<file path="src/rtl/mc_pkg.sv">
// mc_pkg: shared definitions for the multicycle MIPS controller.
//   state_t       4-bit FSM state encoding (also exported on the debug port)
//   OP_*          instr[31:26] opcodes recognised by the decoder
//   FUNCT_*       instr[5:0] R-type function codes
//   ALU_*         alucontrol encodings
//   SRCB_*        alusrcb encodings
//   PC_*          pcsrc encodings
// Configuration: MULTICYCLE_JALJR_EN (see multicycle_ctrl) selects jal/jr support.
package mc_pkg;

   typedef enum logic [3:0] {
      FETCH   = 4'd0,
      DECODE  = 4'd1,
      MEMADR  = 4'd2,
      MEMRD   = 4'd3,
      MEMWB   = 4'd4,
      MEMWR   = 4'd5,
      RTYPEEX = 4'd6,
      RTYPEWB = 4'd7,
      BEQEX   = 4'd8,
      BNEEX   = 4'd9,
      ADDIEX  = 4'd10,
      ORIEX   = 4'd11,
      IMMWB   = 4'd12,
      JEX     = 4'd13,
      JALEX   = 4'd14,
      JREX    = 4'd15
   } state_t;

   localparam logic [5:0] OP_RTYPE = 6'b000000;
   localparam logic [5:0] OP_LW    = 6'b100011;
   localparam logic [5:0] OP_SW    = 6'b101011;
   localparam logic [5:0] OP_BEQ   = 6'b000100;
   localparam logic [5:0] OP_BNE   = 6'b000101;
   localparam logic [5:0] OP_ADDI  = 6'b001000;
   localparam logic [5:0] OP_ORI   = 6'b001101;
   localparam logic [5:0] OP_J     = 6'b000010;
   localparam logic [5:0] OP_JAL   = 6'b000011;

   localparam logic [5:0] FUNCT_ADD = 6'b100000;
   localparam logic [5:0] FUNCT_SUB = 6'b100010;
   localparam logic [5:0] FUNCT_AND = 6'b100100;
   localparam logic [5:0] FUNCT_OR  = 6'b100101;
   localparam logic [5:0] FUNCT_SLT = 6'b101010;
   localparam logic [5:0] FUNCT_JR  = 6'b001000;

   localparam logic [2:0] ALU_AND = 3'b000;
   localparam logic [2:0] ALU_OR  = 3'b001;
   localparam logic [2:0] ALU_ADD = 3'b010;
   localparam logic [2:0] ALU_SUB = 3'b110;
   localparam logic [2:0] ALU_SLT = 3'b111;

   localparam logic [1:0] SRCB_REG   = 2'b00;
   localparam logic [1:0] SRCB_FOUR  = 2'b01;
   localparam logic [1:0] SRCB_IMM   = 2'b10;
   localparam logic [1:0] SRCB_IMMSH = 2'b11;

   localparam logic [1:0] PC_ALU    = 2'b00;
   localparam logic [1:0] PC_ALUOUT = 2'b01;
   localparam logic [1:0] PC_JUMP   = 2'b10;
   localparam logic [1:0] PC_REGA   = 2'b11;

endpackage

</file>
<file path="src/rtl/mc_aludec.sv">
// mc_aludec: combinational R-type funct -> alucontrol decoder.
// Ports:
//   funct       in  6  instr[5:0]
//   alucontrol  out 3  ALU operation; unknown functs fall back to add
module mc_aludec
   import mc_pkg::*;
(
   input  logic [5:0] funct,
   output logic [2:0] alucontrol
);

   always_comb begin
      alucontrol = ALU_ADD;
      case (funct)
         FUNCT_ADD: alucontrol = ALU_ADD;
         FUNCT_SUB: alucontrol = ALU_SUB;
         FUNCT_AND: alucontrol = ALU_AND;
         FUNCT_OR:  alucontrol = ALU_OR;
         FUNCT_SLT: alucontrol = ALU_SLT;
         default:   alucontrol = ALU_ADD;
      endcase
   end

endmodule

</file>
<file path="src/rtl/multicycle_ctrl.sv">
// multicycle_ctrl: Moore-style control FSM for a multicycle MIPS datapath.
// Ports:
//   clk, reset            clock (rising edge) and synchronous active-high reset
//   op, funct, zero       instr[31:26], instr[5:0], ALU zero flag
//   iord, irwrite, memwrite, memtoreg, regdst, regwrite, jal
//                         memory / register-file controls
//   alusrca, alusrcb, zeroext, alucontrol
//                         ALU operand and operation selects
//   pcsrc, pcen           next-PC select and PC enable
//   state                 current FSM state (debug)
// Configuration: define MULTICYCLE_JALJR_EN to enable the jal (JALEX) and
// jr (JREX) paths; otherwise both decode as NOPs and jal is tied low.
module multicycle_ctrl
   import mc_pkg::*;
(
   input  logic       clk,
   input  logic       reset,
   input  logic [5:0] op,
   input  logic [5:0] funct,
   input  logic       zero,
   output logic       iord,
   output logic       irwrite,
   output logic       memwrite,
   output logic       memtoreg,
   output logic       regdst,
   output logic       regwrite,
   output logic       jal,
   output logic       alusrca,
   output logic [1:0] alusrcb,
   output logic       zeroext,
   output logic [2:0] alucontrol,
   output logic [1:0] pcsrc,
   output logic       pcen,
   output logic [3:0] state
);

   state_t     cur_state, next_state, dec_state;
   logic [2:0] alu_funct;
   logic       irwrite_raw, memwrite_raw, regwrite_raw;
   logic       pcwrite, branch, bne;
`ifdef MULTICYCLE_JALJR_EN
   logic       jal_raw;
`endif

   mc_aludec u_aludec (
      .funct      (funct),
      .alucontrol (alu_funct)
   );

   always_ff @(posedge clk) begin
      if (reset) cur_state <= FETCH;
      else       cur_state <= next_state;
   end

   always_comb begin
      next_state = FETCH;
      case (cur_state)
         FETCH:  next_state = DECODE;
         DECODE: begin
            case (op)
               OP_LW, OP_SW: next_state = MEMADR;
               OP_RTYPE: begin
`ifdef MULTICYCLE_JALJR_EN
                  next_state = (funct == FUNCT_JR) ? JREX : RTYPEEX;
`else
                  next_state = (funct == FUNCT_JR) ? FETCH : RTYPEEX;
`endif
               end
               OP_BEQ:  next_state = BEQEX;
               OP_BNE:  next_state = BNEEX;
               OP_ADDI: next_state = ADDIEX;
               OP_ORI:  next_state = ORIEX;
               OP_J:    next_state = JEX;
`ifdef MULTICYCLE_JALJR_EN
               OP_JAL:  next_state = JALEX;
`endif
               default: next_state = FETCH;
            endcase
         end
         MEMADR:  next_state = (op == OP_LW) ? MEMRD : MEMWR;
         MEMRD:   next_state = MEMWB;
         RTYPEEX: next_state = RTYPEWB;
         ADDIEX:  next_state = IMMWB;
         ORIEX:   next_state = IMMWB;
         default: next_state = FETCH;
      endcase
   end

   // While reset is held the outputs show the FETCH decode, with the
   // write strobes and PC enable masked below.
   assign dec_state = reset ? FETCH : cur_state;

   always_comb begin
      iord         = 1'b0;
      irwrite_raw  = 1'b0;
      memwrite_raw = 1'b0;
      memtoreg     = 1'b0;
      regdst       = 1'b0;
      regwrite_raw = 1'b0;
`ifdef MULTICYCLE_JALJR_EN
      jal_raw      = 1'b0;
`endif
      alusrca      = 1'b0;
      alusrcb      = SRCB_REG;
      zeroext      = 1'b0;
      alucontrol   = ALU_ADD;
      pcsrc        = PC_ALU;
      pcwrite      = 1'b0;
      branch       = 1'b0;
      bne          = 1'b0;
      case (dec_state)
         FETCH: begin
            irwrite_raw = 1'b1;
            alusrcb     = SRCB_FOUR;
            pcwrite     = 1'b1;
         end
         DECODE: alusrcb = SRCB_IMMSH;
         MEMADR: begin
            alusrca = 1'b1;
            alusrcb = SRCB_IMM;
         end
         MEMRD: iord = 1'b1;
         MEMWB: begin
            memtoreg     = 1'b1;
            regwrite_raw = 1'b1;
         end
         MEMWR: begin
            iord         = 1'b1;
            memwrite_raw = 1'b1;
         end
         RTYPEEX: begin
            alusrca    = 1'b1;
            alucontrol = alu_funct;
         end
         RTYPEWB: begin
            regdst       = 1'b1;
            regwrite_raw = 1'b1;
         end
         BEQEX, BNEEX: begin
            alusrca    = 1'b1;
            alucontrol = ALU_SUB;
            pcsrc      = PC_ALUOUT;
            branch     = 1'b1;
            bne        = (dec_state == BNEEX);
         end
         ADDIEX: begin
            alusrca = 1'b1;
            alusrcb = SRCB_IMM;
         end
         ORIEX: begin
            alusrca    = 1'b1;
            alusrcb    = SRCB_IMM;
            zeroext    = 1'b1;
            alucontrol = ALU_OR;
         end
         IMMWB: regwrite_raw = 1'b1;
         JEX: begin
            pcsrc   = PC_JUMP;
            pcwrite = 1'b1;
         end
`ifdef MULTICYCLE_JALJR_EN
         // PC already holds PC+4 from FETCH; it is the link value for r31.
         JALEX: begin
            pcsrc        = PC_JUMP;
            pcwrite      = 1'b1;
            jal_raw      = 1'b1;
            regwrite_raw = 1'b1;
         end
         JREX: begin
            pcsrc   = PC_REGA;
            pcwrite = 1'b1;
         end
`endif
         default: ;
      endcase
   end

   assign irwrite  = irwrite_raw & ~reset;
   assign memwrite = memwrite_raw & ~reset;
   assign regwrite = regwrite_raw & ~reset;
   assign pcen     = ~reset & (pcwrite | (branch & (zero ^ bne)));
`ifdef MULTICYCLE_JALJR_EN
   assign jal      = jal_raw;
`else
   assign jal      = 1'b0;
`endif
   assign state    = cur_state;

endmodule

</file>
<file path="config.mk">
export PLATFORM = sky130hd
export DESIGN_NAME = multicycle_ctrl
export DESIGN_NICKNAME = d
export VERILOG_FILES = /design/src/rtl/mc_pkg.sv /design/src/rtl/mc_aludec.sv /design/src/rtl/multicycle_ctrl.sv
export SDC_FILE = /design/constraint.sdc
export NUM_CORES = 1
export LEC_CHECK = 0
export CAP_MARGIN = 0
export CORE_MARGIN = 4
export CORE_UTILIZATION = 36
export DETAILED_ROUTE_END_ITERATION = 7
export PLACE_DENSITY_LB_ADDON = 0.15
export SLEW_MARGIN = 20
export SYNTH_ARGS = -nofsm -noshare
export SYNTH_HDL_FRONTEND = slang
export SYNTH_SLANG_ARGS = --single-unit
</file>
<file path="constraint.sdc">
create_clock -name clk -period 1.5 [get_ports clk]
set_input_delay 0.225 -clock clk [delete_from_list [all_inputs] [get_ports clk]]
set_output_delay 0.225 -clock clk [all_outputs]
set_load 0.02 [all_outputs]
</file>
==> flow_summary.yaml, run 1 <==
grt:
  grt_pass1_vias: 1128
  grt_overflow_total: 0
  grt_pass1_wl_mm: 4.84
  gr-usage-all-layers_pct: 22.8
  grt_max_degree: 10
  antenna_found_initial: 0
die:
  pin_count: 36
  die_x_um: 52.7
  start_util_pct: 39.9
  dieArea_sq_um: 2770
  die_y_um: 52.7
  fp-row-count: 15
  coreArea_sq_um: 1800
drt:
  drc: 0
  drtPass1Iterations: 4
  drt_iter0_markers: 37
  dr_total_vias: 1091
  wl_mm: 3.08
  met1Wirelength_mm: 1.20
  via_per_inst: 5.59
  wl_met2_mm: 1.64
  top_layer_used: "met4"
  postRouteAntennaNets: 0
  wl_per_cell_um: 15.8
  wl_met3_um: 131
logic_synthesis:
  avgSynthCellArea_sq_um: 6.91
  synth_top_family_by_area: "simple AND/OR/NAND/NOR gates"
  synth_adder_area_share_pct: 1.39
  synth-xor-area-share_pct: 3.66
  async_flop_share_pct: 0
  yosysUniqueCellTypes: 45
  synth_area_leaders: "dfxtp_1 (11%), nand2b_1 (6.1%), nor2_1 (5.7%), nor3_1 (4.9%), a21oi_1 (4.2%)"
  yosys_warnings: 0
  synth_area_sq_um: 718
  synth_top_area_share_pct: 11.1
  post-synth-top-area-cell: "dfxtp_1"
  synth-main-ff-cell: "dfxtp_1"
  seq_area_frac_synth_pct: 11.1
  synth_compound_area_share_pct: 31.7
  synth-seq-cells: 4
  yosys.area_share.simple_pct: 39.9
  synth_edf_count: 0
  syn_inst: 104
  synth.net_count: 119
  synth.mux.area_fraction_pct: 0
cells_and_area:
  largest_reg_flops: 4
  layout-drive-gt1-share_pct: 55.3
  instances_no_fill: 195
  regArea_sq_um: 95.1
  diodes: 0
  syn2layout_area_growth_pct: 108
  layout.nets: 187
  fillers: 110
  multi_input_area_sq_um: 696
  fin_util_pct: 82.9
power:
  leakage_uw: 0.000663
  finalPower_uw: 496
  p_per_area_nw_per_um2: 332
  ir_drop_mv: 0.344
sta:
  fin_crit_sh_pct: 113
  fin_crit_ps: 1690
  finalSetupTns_ps: -1010
  whs_ps: 652
  rsz0062_at_grt: "true"
  drv_slew: 0
  setup_viol: 10
  hold_viol: 0
  clock.fmax_mhz: 591
  setup_ws_ps: -193
  clock_skew_ps: 3.34
critical_path:
  ff2ff_setup_slack_ps: -170
  cp_max_fo: 4
  end_kind: "primary output"
  reg2regPathDepth: 6
  cp.required_ps: 1270
  cp-start-kind: "register"
  critical_path_class: "register to primary output"
  worstPathArrival_ps: 1470
  rr_startpoint: "state[3]$_SDFF_PP0_"
  r2r_end: "state[1]$_SDFF_PP0_"
placed_design:
  io_buffers: 34
  place_hpwl_mm: 2.10
  dp.cells: 188
  gp_congestion: 0.882
clocking:
  htreeDepth: 1
  cts_tree: "yes"
  clk_pin_slew_ps: 40
  cts_buffer_depth: 2
  ctsHoldBuffers: 0
  cts_buffers: 3
  clk-insertion-delay-late_ps: 240
  cts.sinks: 4
  cts-root-buf: "clkbuf_4"
job:
  drv_cap: 0
status:
  status: "complete, but fails checks"
  violations: "negative setup slack"
min_path:
  hold_end: "state[0]$_SDFF_PP0_"
  holdPathStages: 2
  hold_path.class: "register to register"
  worstHoldStart: "state[2]$_SDFF_PP0_"
## layer usage
layer,GRT usage [%],vias up
met5,0,-
met4,8.51,0
met3,1.71,14
met2,41.5,45
met1,27.3,517
li1,-,515
## cell usage after synthesis, drive strengths merged, types with 2 or more instances
library cell	number
nor3	7
nand2b	7
a211oi	2
nor4	4
or4	2
a32o	2
dfxtp	4
inv	5
nand2	7
nor4b	2
buf	5
xor2	2
nor2	11
o21bai	3
o21ai	2
a2111oi	2
or2	3
or3b	2
a21o	2
clkbuf	6
a21oi	6
## worst max-delay path: stages (launching register included)
cell and delay [ps]:
dfxtp_4 360, buf_12 130, nor4_4 320, a41oi_2 150
nor2_2 130, buf_6 130
## logic make-up (layout without fill, tap and decap cells)
kind of cell    count (synthesis)  count (layout)
simple gates                   51              51
compound gates                 28              28
fa+ha+maj                       1               1
other cells                     1               1
flops                           4               4
xor+xnor                        3               3
buf+inv                        16              82
## where the power goes
| part | internal [uW] | switching (uW) |
|---|---|---|
| logic | 129 | 112 |
| clock network | 90.0 | 51.9 |
| registers | 105 | 7.65 |
## cell type report
type                       instances  share of cell area (%)
multi-input combinational         84                    46.6
timing repair buffer              74                    42.2
sequential                         4                    6.37
tap                               25                    2.09
clock buffer                       3                    1.51
inverter                           5                    1.26
## stage by stage
stage | cell area (sq um) | setup WS [ps]
3_3_place_gp | 1350 | -656
3_5_place_dp | 1350 | -696
5_1_grt | 1490 | -260
2_1_floorplan | 781 | -84.5
6_report | 1490 | -193
4_1_cts | 1430 | -180
## worst max path at each step
stage,start,endpoint,cells past startpoint
floorplan,state[2]$_SDFF_PP0_,pcen,4
global placement,funct[2],alucontrol[0],6
detailed placement,funct[2],alucontrol[0],6
CTS,state[3]$_SDFF_PP0_,alucontrol[2],5
global route,state[3]$_SDFF_PP0_,alucontrol[2],5
finish,state[3]$_SDFF_PP0_,alucontrol[2],5
## what timing repair did
action / 4_1_cts / 5_1_grt
endpoints found under the setup margin: 23 / 18
setup buffers: 3 / 1
resized for setup: 109 / 23
endpoints found under the hold margin: 0 / 0
gates cloned: 0 / 0
pin swaps: 10 / 11
## placed cells by master, fill, tap and decap left out, types with 3 or more instances in the layout
cell type | Yosys | routed
buf_4 | 2 | 42
dlygate4sd2_1 | 0 | 11
buf_6 | 2 | 9
nor2_1 | 11 | 8
nand2b_1 | 7 | 5
clkdlybuf4s50_1 | 0 | 5
nand2_1 | 7 | 4
a21oi_1 | 6 | 4
dfxtp_4 | 0 | 4
nor3_2 | 0 | 3
or2_4 | 0 | 3
o21bai_1 | 3 | 3
nor3_1 | 7 | 3
inv_1 | 5 | 3
clkbuf_4 | 0 | 3
buf_2 | 1 | 3
Note: power is estimated with default switching activity, not from simulation.
==> run 2, diff against run 1 <==
--- a/config.mk
+++ b/config.mk
@@ -10,6 +10,8 @@
 export CORE_UTILIZATION = 36
 export DETAILED_ROUTE_END_ITERATION = 7
 export PLACE_DENSITY_LB_ADDON = 0.15
+export SETUP_SLACK_MARGIN = 0.4
+export SKIP_LAST_GASP = 1
 export SLEW_MARGIN = 20
 export SYNTH_ARGS = -nofsm -noshare
 export SYNTH_HDL_FRONTEND = slang
==> run 2 against run 1 <==
  * The run now fails in global routing
  * Synthesized cell count unchanged
  * Area after synthesis unchanged
==> flow_summary.yaml, run 2 <==
logic_synthesis:
  synthTopCellsByCount: "nor2_1 (11), nand2_1 (7), nand2b_1 (7), nor3_1 (7)"
  synth_compound_area_share_pct: 31.7
  synth-seq-cells: 4
  synth.mux.area_fraction_pct: 0
  seq_area_frac_synth_pct: 11.1
  synth_edf_count: 0
  async_flop_share_pct: 0
  yosysUniqueCellTypes: 45
  yosys_warnings: 0
  synth_top_family_by_area: "simple AND/OR/NAND/NOR gates"
  synth_top_area_share_pct: 11.1
  synth-xor-area-share_pct: 3.66
  synth_most_common_cell: "nor2_1"
  synth_adder_area_share_pct: 1.39
  synth-main-ff-cell: "dfxtp_1"
  syn_inst: 104
  synth.net_count: 119
  yosys.area_share.simple_pct: 39.9
  post-synth-top-area-cell: "dfxtp_1"
  avgSynthCellArea_sq_um: 6.91
  synth_area_leaders: "dfxtp_1 (11%), nand2b_1 (6.1%), nor2_1 (5.7%), nor3_1 (4.9%), a21oi_1 (4.2%)"
  synth_area_sq_um: 718
die:
  start_util_pct: 39.9
  die_y_um: 52.7
  fp-row-count: 15
  pin_count: 36
  die_x_um: 52.7
clocking:
  cts.sinks: 4
  ctsHoldBuffers: 0
  cts_buffers: 3
  cts-root-buf: "clkbuf_4"
  cts_buffer_depth: 2
  htreeDepth: 1
placed_design:
  gp_congestion: 0.825
  place_hpwl_mm: 2.20
  dp.cells: 188
  io_buffers: 34
  place_area_sq_um: 1480
status:
  status: "did not finish"
  lastStage: "global routing"
  error_message: "[ERROR DPL-0038] Utilization greater than 100%, impossible to legalize"
grt:
  grt_max_degree: 10
sta:
  crit_endpoint: "alucontrol[2]"
  endpoint_type: "top-level output"
run 2: cell counts after synthesis:
Identical to the previous run, type by type.
run 2: what timing repair did:
action,in CTS
endpoints found under the setup margin,24
resized for setup,146
pin swaps,19
buffers inserted,9
hold endpoints to repair,0
run 2: logic make-up after synthesis:
group                      count (synthesis)
AOI/OAI and AO/OA                         28
xor gates and xnor gates                   3
adders and majority gates                  1
buffers and inverters                     16
DFF                                        4
other                                      1
and+or+nand+nor                           51
run 2: stage by stage:
| step | setup TNS, ps | worst slack (ps) |
|---|---|---|
| 2_1_floorplan | 0 | 101 |
| 3_3_place_gp | -9540 | -684 |
| 3_5_place_dp | -10010 | -770 |
| 4_1_cts | -1070 | -174 |
==> run 3, diff against run 2 <==
--- a/config.mk
+++ b/config.mk
@@ -6,11 +6,10 @@
 export NUM_CORES = 1
 export LEC_CHECK = 0
 export CAP_MARGIN = 0
-export CORE_MARGIN = 4
-export CORE_UTILIZATION = 36
+export CORE_AREA = 4 4 65 67
 export DETAILED_ROUTE_END_ITERATION = 7
+export DIE_AREA = 0 0 69 71
 export PLACE_DENSITY_LB_ADDON = 0.15
-export SETUP_SLACK_MARGIN = 0.4
 export SKIP_LAST_GASP = 1
 export SLEW_MARGIN = 20
 export SYNTH_ARGS = -nofsm -noshare
==> constraint.sdc (replaced) <==
create_clock -name clk -period 1.95 [get_ports clk]
set_input_delay 0.2925 -clock clk [delete_from_list [all_inputs] [get_ports clk]]
set_output_delay 0.2925 -clock clk [all_outputs]
set_load 0.02 [all_outputs]
==> run 3 against run 2 <==
  * The flow now finishes without violations
==> flow_summary.yaml, run 3 (same netlist as run 1, synthesis figures left out) <==
status:
  status: "finished, final reports clean"
drt:
  wl_mm: 2.61
  drc: 0
  wl_per_cell_um: 12.4
  drtPass1Iterations: 4
  drt_iter0_markers: 59
  postRouteAntennaNets: 0
  dr_total_vias: 976
  via_per_inst: 4.65
clocking:
  ctsHoldBuffers: 0
  clk-insertion-delay-late_ps: 210
  cts.sinks: 4
  cts_buffers: 3
  post_cts_buffers: 0
  cts_tree: "yes"
  cts-root-buf: "clkbuf_8"
  htreeDepth: 1
  clk_pin_slew_ps: 30
  cts_buffer_depth: 2
placed_design:
  place_hpwl_mm: 2.16
  post-place-ws_ps: -404
  gp_congestion: 0.785
  place_area_sq_um: 1310
  io_buffers: 34
grt:
  grt_pass1_wl_mm: 4.24
  antenna_found_initial: 0
  gr-usage-all-layers_pct: 10.1
  grt_overflow_total: 0
  grt_max_degree: 12
  grt_pass1_vias: 961
power:
  internal_power_uw: 308
  combinationalPowerShare_pct: 38.6
  pwr-share-clk_pct: 40.1
  seqPwrFrac_pct: 21.3
  leakage_uw: 0.000574
  swShare_pct: 27.1
  p_per_area_nw_per_um2: 318
  ir_drop_mv: 0.132
  p_switching_uw: 115
critical_path:
  worstPathArrival_ps: 1560
  path_cells: "clkdlybuf4s50_1, nand2b_1, nor3_1, dlygate4sd1_1"
  critical_path_class: "input pin to primary output"
  ff2ff_setup_slack_ps: 190
  cp_max_fo: 7
  cp-start-kind: "input pin"
  cp.required_ps: 1660
  reg2regPathDepth: 5
  slowest_stage: "clkdlybuf4s50_1"
  max_stage_delay_ps: 530
  end_kind: "primary output"
sta:
  setup_viol: 0
  drv_slew: 0
  rsz0062_at_grt: "true"
  clock.fmax_mhz: 539
  setup_ws_ps: 93.2
  hold_viol: 0
  fin_crit_ps: 1860
  fin_crit_sh_pct: 95.2
  clock_skew_ps: 0.179
die:
  start_util_pct: 19.8
  coreArea_sq_um: 3630
  fp-row-count: 22
  dieArea_sq_um: 4900
  die_y_um: 71
  pin_count: 36
  die_x_um: 69
cells_and_area:
  regArea_sq_um: 80.1
  layout.nets: 179
  syn2layout_area_growth_pct: 85.4
  fillers: 421
  multi_input_area_sq_um: 571
  layout_commonest_cell: "buf_4"
  largest_reg_flops: 4
  layout-drive-gt1-share_pct: 29.0
  diodes: 0
  fin_area_sq_um: 1330
  fin_util_pct: 36.6
  final_cell_mix: "buf_4 (32), clkdlybuf4s50_1 (17), nor2_1 (11)"
min_path:
  holdPathStages: 2
  hold_path.class: "register to register"
job:
  drv_cap: 0
==> run 3: repair_timing <==
action | 4_1_cts | 5_1_grt
resized for setup | 24 | 11
setup endpoints to repair | 16 | 6
pin swaps | 0 | 1
cloned | 0 | 0
==> run 3: stage by stage <==
stage | power, uW | hold WS [ps] | TNS (ps) | instances
2_1_floorplan | 166 | 522 | 0 | 104
6_report | 423 | 666 | 0 | 210
3_5_place_dp | 258 | 654 | -3110 | 207
5_1_grt | 451 | 699 | -14.4 | 210
4_1_cts | 430 | 680 | -51.2 | 210
3_3_place_gp | 258 | 659 | -3320 | 207
==> run 3: cell type report <==
type / count / share of cell area, %
timing repair buffer: 66 / 42.1
inverter: 5 / 1.41
clock buffer: 3 / 3.10
multi-input combinational: 84 / 42.9
tap: 48 / 4.51
sequential: 4 / 6.02
==> run 3: worst max-delay path: cells and delay by family <==
| kind | cells | cell delay, ps |
|---|---|---|
| and+or+nand+nor | 2 | 400 |
| buffers and inverters | 2 | 870 |
==> run 3: path summary, 6_finish.rpt <==
kind                                           from                  end
worst max-delay path                          reset             pcsrc[1]
worst min-delay path            state[3]$_SDFF_PP0_  state[0]$_SDFF_PP0_
worst max register to register  state[0]$_SDFF_PP0_  state[2]$_SDFF_PP0_
worst min register to register  state[3]$_SDFF_PP0_  state[0]$_SDFF_PP0_
==> run 3: routing by layer <==
metal	track usage (%)	vias up	wire length, um	share of wire, %
met2	16.8	32	1190	46
met1	13.0	445	1270	49
met5	0	-	0	0
met4	3.04	0	22	0.84
met3	2.27	2	123	4.7
li1	-	497	-	-
==> run 3: power by group through the flow <==
stage | sequential [uW] | clock, uW | combinational [uW]
2_1_floorplan | 90.6 | 0 | 75.7
3_3_place_gp | 90.9 | 0 | 167
3_5_place_dp | 90.7 | 0 | 168
4_1_cts | 90.2 | 174 | 166
5_1_grt | 90.6 | 184 | 176
6_report | 89.9 | 170 | 163
==> run 4, diff against run 3 <==
--- a/config.mk
+++ b/config.mk
@@ -6,9 +6,9 @@
 export NUM_CORES = 1
 export LEC_CHECK = 0
 export CAP_MARGIN = 0
-export CORE_AREA = 4 4 65 67
+export CORE_AREA = 8 8 69 71
 export DETAILED_ROUTE_END_ITERATION = 7
-export DIE_AREA = 0 0 69 71
+export DIE_AREA = 0 0 77 79
 export PLACE_DENSITY_LB_ADDON = 0.15
 export SKIP_LAST_GASP = 1
 export SLEW_MARGIN = 20
==> run 4 against run 3 <==
  * Sequential power fell by 2%
  * Clock skew grew 2.4 ps
  * Clock power hardly changed
  * Utilization decreased by 2.4 points
  * Total power decreased by 0.42%
  * Non-clock buffer count is 2 lower
  * Routed wire length increased by 8.9%
  * Global-route usage fell by 0.40 points
  * Die area rose by 24%
  * Via count is 3.5% lower
  * Largest power group unchanged
==> flow_summary.yaml, run 4 (same netlist as run 1, synthesis figures left out) <==
die:
  pin_count: 36
  coreArea_sq_um: 3800
  die_x_um: 77
  fp-row-count: 23
  die_y_um: 79
  dieArea_sq_um: 6080
  start_util_pct: 18.9
cells_and_area:
  layout_commonest_cell: "buf_4"
  fillers: 444
  fin_util_pct: 34.3
  syn2layout_area_growth_pct: 81.4
  largest_reg_flops: 4
  layout-drive-gt1-share_pct: 29.4
  layout.nets: 177
  diodes: 0
  final_cell_mix: "buf_4 (31), clkdlybuf4s50_1 (17), nor2_1 (11)"
clocking:
  cts.sinks: 4
  clk_pin_slew_ps: 30
  clk-insertion-delay-late_ps: 220
  cts_buffers: 3
  post_cts_buffers: 0
  cts_buffer_depth: 2
  htreeDepth: 1
  cts_tree: "yes"
  cts-root-buf: "clkbuf_8"
  ctsHoldBuffers: 0
power:
  leakage_uw: 0.000562
  seqPwrFrac_pct: 21.0
  ir_drop_mv: 0.108
  p_per_area_nw_per_um2: 323
  p_switching_uw: 118
  pwr-share-clk_pct: 41.2
  internal_power_uw: 303
  swShare_pct: 28.1
  combinationalPowerShare_pct: 37.9
critical_path:
  cp.required_ps: 1660
  max_stage_delay_ps: 400
  path_cells: "clkdlybuf4s50_1, buf_4, nand2b_1, nor3_1, dlygate4sd2_1"
  slowest_stage: "clkdlybuf4s50_1"
  cp-start-kind: "input pin"
  end_kind: "primary output"
  critical_path_class: "input pin to primary output"
  worstPathArrival_ps: 1550
  cp_max_fo: 10
sta:
  rsz0062_at_grt: "false"
  tightest_slew_ps: 507
  setup_ws_ps: 110
  clock.fmax_mhz: 543
  drv_slew: 0
  clock_skew_ps: 2.54
  fin_crit_ps: 1840
  setup_viol: 0
  fin_crit_sh_pct: 94.4
  hold_viol: 0
  slew-limit-headroom_pct: 65.9
grt:
  gr-usage-all-layers_pct: 9.71
  grt_pass1_vias: 1041
  antenna_found_initial: 0
  grt_overflow_total: 0
  grt_max_degree: 11
  grt_pass1_wl_mm: 4.91
job:
  drv_cap: 0
placed_design:
  place_hpwl_mm: 2.24
  io_buffers: 34
  gp_congestion: 0.762
  post-place-ws_ps: -401
drt:
  via_per_inst: 4.49
  dr_total_vias: 942
  wl_mm: 2.84
  drtPass1Iterations: 4
  wl_per_cell_um: 13.5
  drt_iter0_markers: 36
  postRouteAntennaNets: 0
  drc: 0
status:
  status: "finished, final reports clean"
min_path:
  hold_path.class: "register to register"
[run 4: cell count changes in the layout (fill, tap and decap cells not counted)]
cell and change:
buf_12 -1, buf_4 -1, clkbuf_2 +1, clkdlybuf4s15_1 -1, dfxtp_1 -1, dfxtp_2 +1
dlygate4sd1_1 -1, dlygate4sd2_1 +1
[run 4: worst paths after layout]
path	from	to	slack [ps]	cells after the start
min reg2reg	state[3]$_SDFF_PP0_	state[0]$_SDFF_PP0_	650	2
min	state[3]$_SDFF_PP0_	state[0]$_SDFF_PP0_	650	2
max reg2reg	state[3]$_SDFF_PP0_	state[1]$_SDFF_PP0_	190	6
max	reset	pcsrc[1]	110	5
[run 4: timing repair]
item,CTS,global route
hold endpoints to repair,0,0
resized for setup,23,14
setup endpoints to repair,16,6
pin swaps,0,2
[run 4: routing by layer]
layer	up-vias	routed length [um]	track usage, %
li1	489	-	-
met3	2	212	3.95
met1	427	1310	11.5
met4	0	36	4.91
met2	24	1280	14.9
met5	-	0	0
[run 4: area by class of cell]
class	instances	area (sq um)	share of cell area [%]
Multi-Input combinational cell	84	571	43.8
Timing Repair Buffer	64	528	40.5
Sequential cell	4	81.3	6.24
Tap cell	50	62.6	4.80
Clock buffer	3	41.3	3.17
Inverter	5	18.8	1.44
[run 4: power groups by stage]
stage	registers, uW	logic [uW]	clock network [uW]
2_1_floorplan	90.6	75.7	0
3_3_place_gp	89.4	162	0
3_5_place_dp	89.2	163	0
4_1_cts	88.1	161	178
5_1_grt	88.9	173	182
6_report	88.3	159	173
[run 4: critical path: cells and delay by family]
kind	cells	cell delay, ps
buf+inv	3	930
simple gates	2	330
[run 4: metrics by stage]
| step | hold WS [ps] | power (uW) | instance area (sq um) | std cells | setup TNS, ps |
|---|---|---|---|---|---|
| 2_1_floorplan | 522 | 166 | 723 | 104 | 0 |
| 3_3_place_gp | 642 | 251 | 1290 | 207 | -2650 |
| 3_5_place_dp | 640 | 252 | 1290 | 207 | -2540 |
| 4_1_cts | 642 | 427 | 1310 | 210 | -106 |
| 5_1_grt | 691 | 444 | 1300 | 210 | 0 |
| 6_report | 651 | 421 | 1300 | 210 | 0 |
